--- src/rtl/mc_pkg.sv ---
// Shared encodings for the multi-cycle instruction sequencer: states, opcodes and instruction classes.
package mc_pkg;

  localparam int unsigned STATE_W   = 3;
  localparam int unsigned OPCODE_W  = 7;
  localparam int unsigned CLS_W     = 4;
  localparam int unsigned WAIT_W    = 8;
  localparam int unsigned RETIRED_W = 32;

  typedef enum logic [STATE_W-1:0] {
    ST_IDLE      = 3'd0,
    ST_FETCH     = 3'd1,
    ST_DECODE    = 3'd2,
    ST_EXECUTE   = 3'd3,
    ST_MEMORY    = 3'd4,
    ST_WRITEBACK = 3'd5,
    ST_TRAP      = 3'd6
  } state_e;

  typedef enum logic [CLS_W-1:0] {
    CLS_NONE   = 4'd0,
    CLS_R      = 4'd1,
    CLS_I_ALU  = 4'd2,
    CLS_LOAD   = 4'd3,
    CLS_STORE  = 4'd4,
    CLS_BRANCH = 4'd5,
    CLS_JAL    = 4'd6,
    CLS_JALR   = 4'd7,
    CLS_LUI    = 4'd8,
    CLS_AUIPC  = 4'd9
  } cls_e;

  localparam logic [OPCODE_W-1:0] OP_R      = 7'b0110011;
  localparam logic [OPCODE_W-1:0] OP_I_ALU  = 7'b0010011;
  localparam logic [OPCODE_W-1:0] OP_LOAD   = 7'b0000011;
  localparam logic [OPCODE_W-1:0] OP_STORE  = 7'b0100011;
  localparam logic [OPCODE_W-1:0] OP_BRANCH = 7'b1100011;
  localparam logic [OPCODE_W-1:0] OP_JAL    = 7'b1101111;
  localparam logic [OPCODE_W-1:0] OP_JALR   = 7'b1100111;
  localparam logic [OPCODE_W-1:0] OP_LUI    = 7'b0110111;
  localparam logic [OPCODE_W-1:0] OP_AUIPC  = 7'b0010111;

endpackage

--- src/rtl/opcode_classify.sv ---
// Combinational opcode decoder: maps the 7-bit major opcode to an instruction class.
module opcode_classify
  import mc_pkg::*;
(
  input  logic [OPCODE_W-1:0] opcode,
  output cls_e                cls,
  output logic                valid
);

  always_comb begin
    cls   = CLS_NONE;
    valid = 1'b1;
    case (opcode)
      OP_R:      cls = CLS_R;
      OP_I_ALU:  cls = CLS_I_ALU;
      OP_LOAD:   cls = CLS_LOAD;
      OP_STORE:  cls = CLS_STORE;
      OP_BRANCH: cls = CLS_BRANCH;
      OP_JAL:    cls = CLS_JAL;
      OP_JALR:   cls = CLS_JALR;
      OP_LUI:    cls = CLS_LUI;
      OP_AUIPC:  cls = CLS_AUIPC;
      default:   valid = 1'b0;
    endcase
  end

endmodule

--- src/rtl/mc_sequencer.sv ---
// Multi-cycle control sequencer: fetch/decode/execute/memory/writeback with memory timeout trap.
module mc_sequencer
  import mc_pkg::*;
#(
  parameter int unsigned MAX_WAIT = 15
) (
  input  logic                 clk,
  input  logic                 rst_n,
  input  logic                 run,
  input  logic [OPCODE_W-1:0]  opcode,
  input  logic                 mem_ready,
  output logic                 mem_req,
  output logic                 mem_we,
  output logic                 ir_write_enable,
  output logic                 pc_write_enable,
  output logic                 reg_write_enable,
  output logic [STATE_W-1:0]   state,
  output logic                 trap,
  output logic [RETIRED_W-1:0] retired
);

  state_e              state_q, state_d;
  cls_e                cls_q, cls_d;
  logic [WAIT_W-1:0]   wait_q, wait_d;
  cls_e                dec_cls;
  logic                dec_valid;
  logic                complete;
  logic                timeout;

  opcode_classify u_classify (
    .opcode (opcode),
    .cls    (dec_cls),
    .valid  (dec_valid)
  );

  always_ff @(posedge clk) begin
    if (!rst_n) begin
      state_q <= ST_IDLE;
      cls_q   <= CLS_NONE;
      wait_q  <= '0;
      retired <= '0;
    end else begin
      state_q <= state_d;
      cls_q   <= cls_d;
      wait_q  <= wait_d;
      if (complete) begin
        retired <= retired + 32'd1;
      end
    end
  end

  assign state   = state_q;
  assign timeout = (wait_q == WAIT_W'(MAX_WAIT));

  // Wait counter only survives while a request is pending; any other state clears it,
  // so it is zero on every entry to FETCH or MEMORY.
  always_comb begin
    state_d          = state_q;
    cls_d            = cls_q;
    wait_d           = '0;
    mem_req          = 1'b0;
    mem_we           = 1'b0;
    ir_write_enable  = 1'b0;
    pc_write_enable  = 1'b0;
    reg_write_enable = 1'b0;
    trap             = 1'b0;
    complete         = 1'b0;
    case (state_q)
      ST_IDLE: begin
        if (run) state_d = ST_FETCH;
      end
      ST_FETCH: begin
        mem_req = 1'b1;
        if (mem_ready) begin
          ir_write_enable = 1'b1;
          state_d         = ST_DECODE;
        end else if (timeout) begin
          state_d = ST_TRAP;
        end else begin
          wait_d = wait_q + 8'd1;
        end
      end
      ST_DECODE: begin
        cls_d   = dec_cls;
        state_d = dec_valid ? ST_EXECUTE : ST_TRAP;
      end
      ST_EXECUTE: begin
        case (cls_q)
          CLS_LOAD, CLS_STORE: state_d = ST_MEMORY;
          CLS_BRANCH:          complete = 1'b1;
          default:             state_d = ST_WRITEBACK;
        endcase
      end
      ST_MEMORY: begin
        mem_req = 1'b1;
        mem_we  = (cls_q == CLS_STORE);
        if (mem_ready) begin
          if (cls_q == CLS_STORE) complete = 1'b1;
          else                    state_d  = ST_WRITEBACK;
        end else if (timeout) begin
          state_d = ST_TRAP;
        end else begin
          wait_d = wait_q + 8'd1;
        end
      end
      ST_WRITEBACK: begin
        reg_write_enable = 1'b1;
        complete         = 1'b1;
      end
      ST_TRAP: begin
        trap = 1'b1;
      end
      default: begin
        state_d = ST_IDLE;
      end
    endcase
    // Every completing state advances the PC and picks the follow-on state from run.
    if (complete) begin
      pc_write_enable = 1'b1;
      state_d         = run ? ST_FETCH : ST_IDLE;
    end
  end

endmodule

--- config.mk ---
export PLATFORM = sky130hd
export DESIGN_NAME = mc_sequencer
export DESIGN_NICKNAME = d
export VERILOG_FILES = /design/src/rtl/mc_pkg.sv /design/src/rtl/opcode_classify.sv /design/src/rtl/mc_sequencer.sv
export SDC_FILE = /design/constraint.sdc
export NUM_CORES = 1
export LEC_CHECK = 0
export CAP_MARGIN = 20
export CELL_PAD_IN_SITES_DETAIL_PLACEMENT = 1
export CELL_PAD_IN_SITES_GLOBAL_PLACEMENT = 1
export CORE_MARGIN = 4
export CORE_UTILIZATION = 40
export DETAILED_ROUTE_END_ITERATION = 12
export PLACE_DENSITY_LB_ADDON = 0.25
export REMOVE_ABC_BUFFERS = 1
export SETUP_SLACK_MARGIN = 0.5
export SYNTH_ARGS = -nofsm -noshare
export SYNTH_HDL_FRONTEND = slang
export SYNTH_SLANG_ARGS = --single-unit
--- constraint.sdc ---
create_clock -name clk -period 3.26 [get_ports clk]
set_input_delay 0.326 -clock clk [delete_from_list [all_inputs] [get_ports clk]]
set_output_delay 0.326 -clock clk [all_outputs]
set_load 0.02 [all_outputs]
* Yosys cells after proc, flatten, opt, wreduce, memory -nomap -nowiden
Index checks and enable logic that the tools add are counted.
Storage, ports and cells: bits in registers 47, word-level logic and storage cells 61, output and inout port bits 41, input port bits 11
Cells by class: $add $sub $neg 2, multiplexer cells 23, reductions and logical operators 7, bitwise logic cells 2, equal/unequal tests 23
Operators by type and width (number):
- $pmux W4 S9 | 1
- $add A32 B1 Y32 const B | 1
- $eq A7 B6 Y1 const B | 3
- $eq A7 B7 Y1 const B | 3
- $mux W3 | 7
- $pmux W3 S6 | 1
- $eq A7 B5 Y1 const B | 2
- $mux W1 | 12
- $eq A3 B3 Y1 const B | 3
- $reduce_or A9 Y1 | 1
- $add A8 B1 Y8 const B | 1
- $eq A4 B3 Y1 const B | 2
- $eq A8 B4 Y1 const B | 1
- $eq A7 B2 Y1 const B | 1
- $eq A3 B2 Y1 const B | 2
- $ne A3 B3 Y1 const B | 2
- $pmux W3 S2 | 1
- $reduce_or A2 Y1 | 3
- $eq A4 B2 Y1 const B | 1
- $ne A4 B4 Y1 const B | 1
- $reduce_and A4 Y1 | 1
- $reduce_or A4 Y1 | 1
- $eq A3 B1 Y1 const B | 1
- $logic_not A3 Y1 | 1
- 3 further kinds | 4

* Longest topological paths before layout
depth in word-level cells 6, mapped depth 7, gate-level depth less buffers 6

* By module
A second synthesis with hierarchy kept.
Unflattened totals: cell total of the unflattened synthesis 293, area, all modules 2539.9 um^2
Modules (own cells, without submodules):
- mc_sequencer | area an instance 2407.3 um^2, cells each 273, seq. area each 940.9 um^2, times used 1
- opcode_classify | area an instance 132.6 um^2, cells each 20, seq. area each 0.0 um^2, times used 1

* Worst setup path before layout
Ideal clock, no wire load.
path type register to register, start register retired[9], end register retired[31], cell stages (with the launch flop) 6, slack 1.226 ns, library setup time 0.070 ns, arrival time 1.963 ns, required time 3.190 ns, buffers on the path 0, clock period less this slack 2.034 ns, cell sequence dfxtp_1 > and4_4 > nand4_1 > or4_4 > or4_1 > a21oi_1
On the way: longest elaborated chain between the ends 1
RTL lines:
- start, declared | line mc_sequencer.sv:19 | output logic [RETIRED_W-1:0] retired
- start signal, assigned | line mc_sequencer.sv:47 | retired <= retired + 32'd1;
- $add A32 B1 Y32 | line mc_sequencer.sv:47
Every way passes these cells. A chain may end at the register's enable or synchronous reset.

* Worst setup path after layout
start register cls_q[2], end output pc_write_enable
On the way: longest elaborated chain between the ends 5, elaborated cells on any way between the ends 7, classes of those cells eq/ne (2); mux (5)
RTL lines:
- start, declared | line mc_sequencer.sv:23 | cls_e cls_q, cls_d;
- start signal, assigned | line mc_sequencer.sv:44 | cls_q <= cls_d;
- $eq A4 B3 Y1 | line mc_sequencer.sv:98 | if (cls_q == CLS_STORE) complete = 1'b1;
- $mux W1 | line mc_sequencer.sv:98
- $mux W1 | line mc_sequencer.sv:97 | if (mem_ready) begin
- $pmux W1 S3 * | line mc_sequencer.sv:68 | case (state_q)
- $mux W1 * | line mc_sequencer.sv:118 | if (complete) begin
- end, declared | line mc_sequencer.sv:15 | output logic pc_write_enable,
Mark *: on every way between the ends. The rest lies on a longest branch, timed or not.

==> run metrics <==
DRC errors left=0; # IOs=52; ANT cells=0; worst hold margin=473 ps; Final Wtd Congestion=0.752; worst-margin pin slew=550 ps; Iter 0 DRT Violations=58; Final Hold Fails=0; remaining global-route overflow=0; synthesized area per cell=8.07 sq um; Clock Path Buffers=2; CP max stage cell=clkdlybuf4s50_1; Max VDD drop=366 uV; Via density=5.73; first-pass GRT wire length=11200 microns; worst path required time=2930 ps; pre-CTS WS=636 ps; fillcell total=684; Max-Cap Viols=0; root buffer cell=clkbuf_8; Crit Path Max Fanout=13; final instance area=3060 sq um; Setup violations, final=0; Synth top area share=39.6%; Cell Area, Synth=2370 sq um; switching power=413 uW; Slew headroom=63.3%; register share of total power=48.2%; initial antenna violation count=0; most frequent cell after synthesis=dfxtp_1; pin count of the biggest net entering global routing=24; Sw Ratio=30.0%; Core Rows=27; Max Fclk=0.392 GHz; crit-path cells=or3b_1 -> a21o_1 -> nand2_2 -> clkdlybuf4s50_1; vias in the first global route=2423; Logic pwr share=20.2%; die height=85.0 microns; Worst Hold Class=reg -> reg; proportion of layout cells with a drive suffix above 1=5.85%; Worst setup EP type=output pin; clock share of power=31.6%; Pre-antenna DRT Iters=4; starting density of the core=42.1%; crit path DAT=2220 ps; Routed Antenna Nets=0; crit path kind=reg -> out; RSZ-0062 raised after global routing=false; EDFF count, synth=0; DIE AREA=7230 sq um; die width=85.0 microns; internal cell power=962 uW; Worst-path clk slew=80 ps; area growth from synthesis to layout=28.8%; Final Max Tran Viols=0; Leakage=0.935 nW; #FFs+latches synth=47; overall routing resource usage=18.5%; Num CTS Buffers=5; core area=5640 sq um; final setup margin=711 ps; HPWL Detailed=4560 microns; final worst-path cycle share=78.2%; CTS tree=built; outcome=finished, final reports clean; Final #Nets=354; Placed Area=2930 sq um; Worst-Skew Late Latency=310 ps; cell taking the most area after synthesis=dfxtp_1; Pwr per Cell Area=450 nW/um^2; slowest cell delay on critical path=620 ps; I/O Buffers=51; Clock Skew=13.7 ps; number of distinct library cells after synthesis=45; Clock Sink Count=47; wire length per cell=15.2 microns; Main synth FF type=dfxtp_1; Startpoint Class=register; Post-synth top cells=dfxtp_1, a21oi_1, nor2_1, nand2_1, o21ai_0; setup TNS=0 ps; ys async rst share=0%; final WL=6310 microns; routed vias=2371; Synth Instances=294; H-tree depth=2; sequential element share of the synthesized area=39.6%; post-layout min period=2550 ps; total power=1.37 mW; top cells by area in the synthesized netlist=dfxtp_1, a21oi_1, xnor2_1; Ys Warns=0
==> cells in the final DEF (no fill, tap or decap), types with 2 or more instances in the layout <==
master	n
or4_1	7
xnor2_1	13
nand4_1	7
clkbuf_8	5
dfxtp_2	3
a21o_1	2
nor2_1	26
ha_1	2
dfxtp_1	44
or3_1	15
buf_4	2
clkdlybuf4s50_1	51
o31ai_1	6
and3_1	4
or3b_2	2
a211oi_1	4
nand3b_1	3
nor3_1	5
xor2_1	3
nor4_1	2
and4_1	4
a21oi_1	34
o21ai_0	21
nand3_1	17
nand2b_1	3
nand2_1	21
inv_1	10
a211o_1	4
==> layer usage <==
| layer | share of wire [%] | global-route usage (%) | up-vias |
|---|---|---|---|
| li1 | - | - | 1179 |
| met1 | 44 | 22.0 | 1144 |
| met2 | 51 | 33.2 | 39 |
| met3 | 3.6 | 3.30 | 9 |
| met4 | 1.5 | 6.04 | 0 |
| met5 | 0 | 0 | - |
==> cells by family after synthesis <==
group	after synthesis	synth area share (%)
simple gates	126	29.4
fa+ha+maj	2	1.05
flops	47	39.6
xor+xnor	16	5.90
buf+inv	23	3.74
compound gates	80	20.2
==> repair_timing <==
item / 4_1_cts / 5_1_grt
gates cloned: 0 / 0
gates resized for setup: 0 / 4
hold buffers: 0 / 0
pin swaps: 1 / 0
setup buffers: 1 / 0
endpoints found under the setup margin: 1 / 1
==> through the flow <==
| step | cells | util [%] |
|---|---|---|
| after floorplan | 281 | - |
| after global placement | 405 | 51.9 |
| after detailed placement | 405 | 51.9 |
| after CTS | 414 | 54.1 |
| after global routing | 414 | 54.2 |
| final | 414 | 54.2 |
==> power by group through the flow <==
stage / Sequential (mW) / Combinational (mW) / Clock [mW]
6_report: 0.663 / 0.278 / 0.434
5_1_grt: 0.670 / 0.306 / 0.473
4_1_cts: 0.656 / 0.279 / 0.449
3_5_place_dp: 0.669 / 0.274 / 0
3_3_place_gp: 0.667 / 0.270 / 0
2_1_floorplan: 0.672 / 0.143 / 0
==> flip-flops by register name, indices dropped and copies added (netlist names) <==
name     cells
retired     32
wait_q       8
cls_q        4
state        3
==> critical path, delay by kind of cell (launching register included) <==
family	cells	cell delay (ps)
buf+inv	1	620
flops	1	350
simple gates	2	610
compound gates	1	330
==> final timing paths <==
check	start	end	slack, ps	depth (start not counted)
hold reg to reg	wait_q[0]$_SDFF_PP0_	wait_q[0]$_SDFF_PP0_	470	1
setup reg to reg	cls_q[2]$_SDFFE_PN0P_	retired[31]$_SDFFE_PN0P_	890	5
setup / recovery	cls_q[2]$_SDFFE_PN0P_	pc_write_enable	710	4
hold / removal	wait_q[0]$_SDFF_PP0_	wait_q[0]$_SDFF_PP0_	470	1
==> layout make-up <==
| class | instances | area, sq um | share of cell area (%) |
|---|---|---|---|
| Clock buffer | 5 | 68.8 | 2.25 |
| Sequential cell | 47 | 945 | 30.9 |
| Multi-Input combinational cell | 224 | 1350 | 44.0 |
| Timing Repair Buffer | 53 | 526 | 17.2 |
| Inverter | 10 | 37.5 | 1.23 |
| Clock inverter | 3 | 43.8 | 1.43 |
| Tap cell | 72 | 90.1 | 2.95 |
Note: power is estimated with default switching activity, not from simulation.
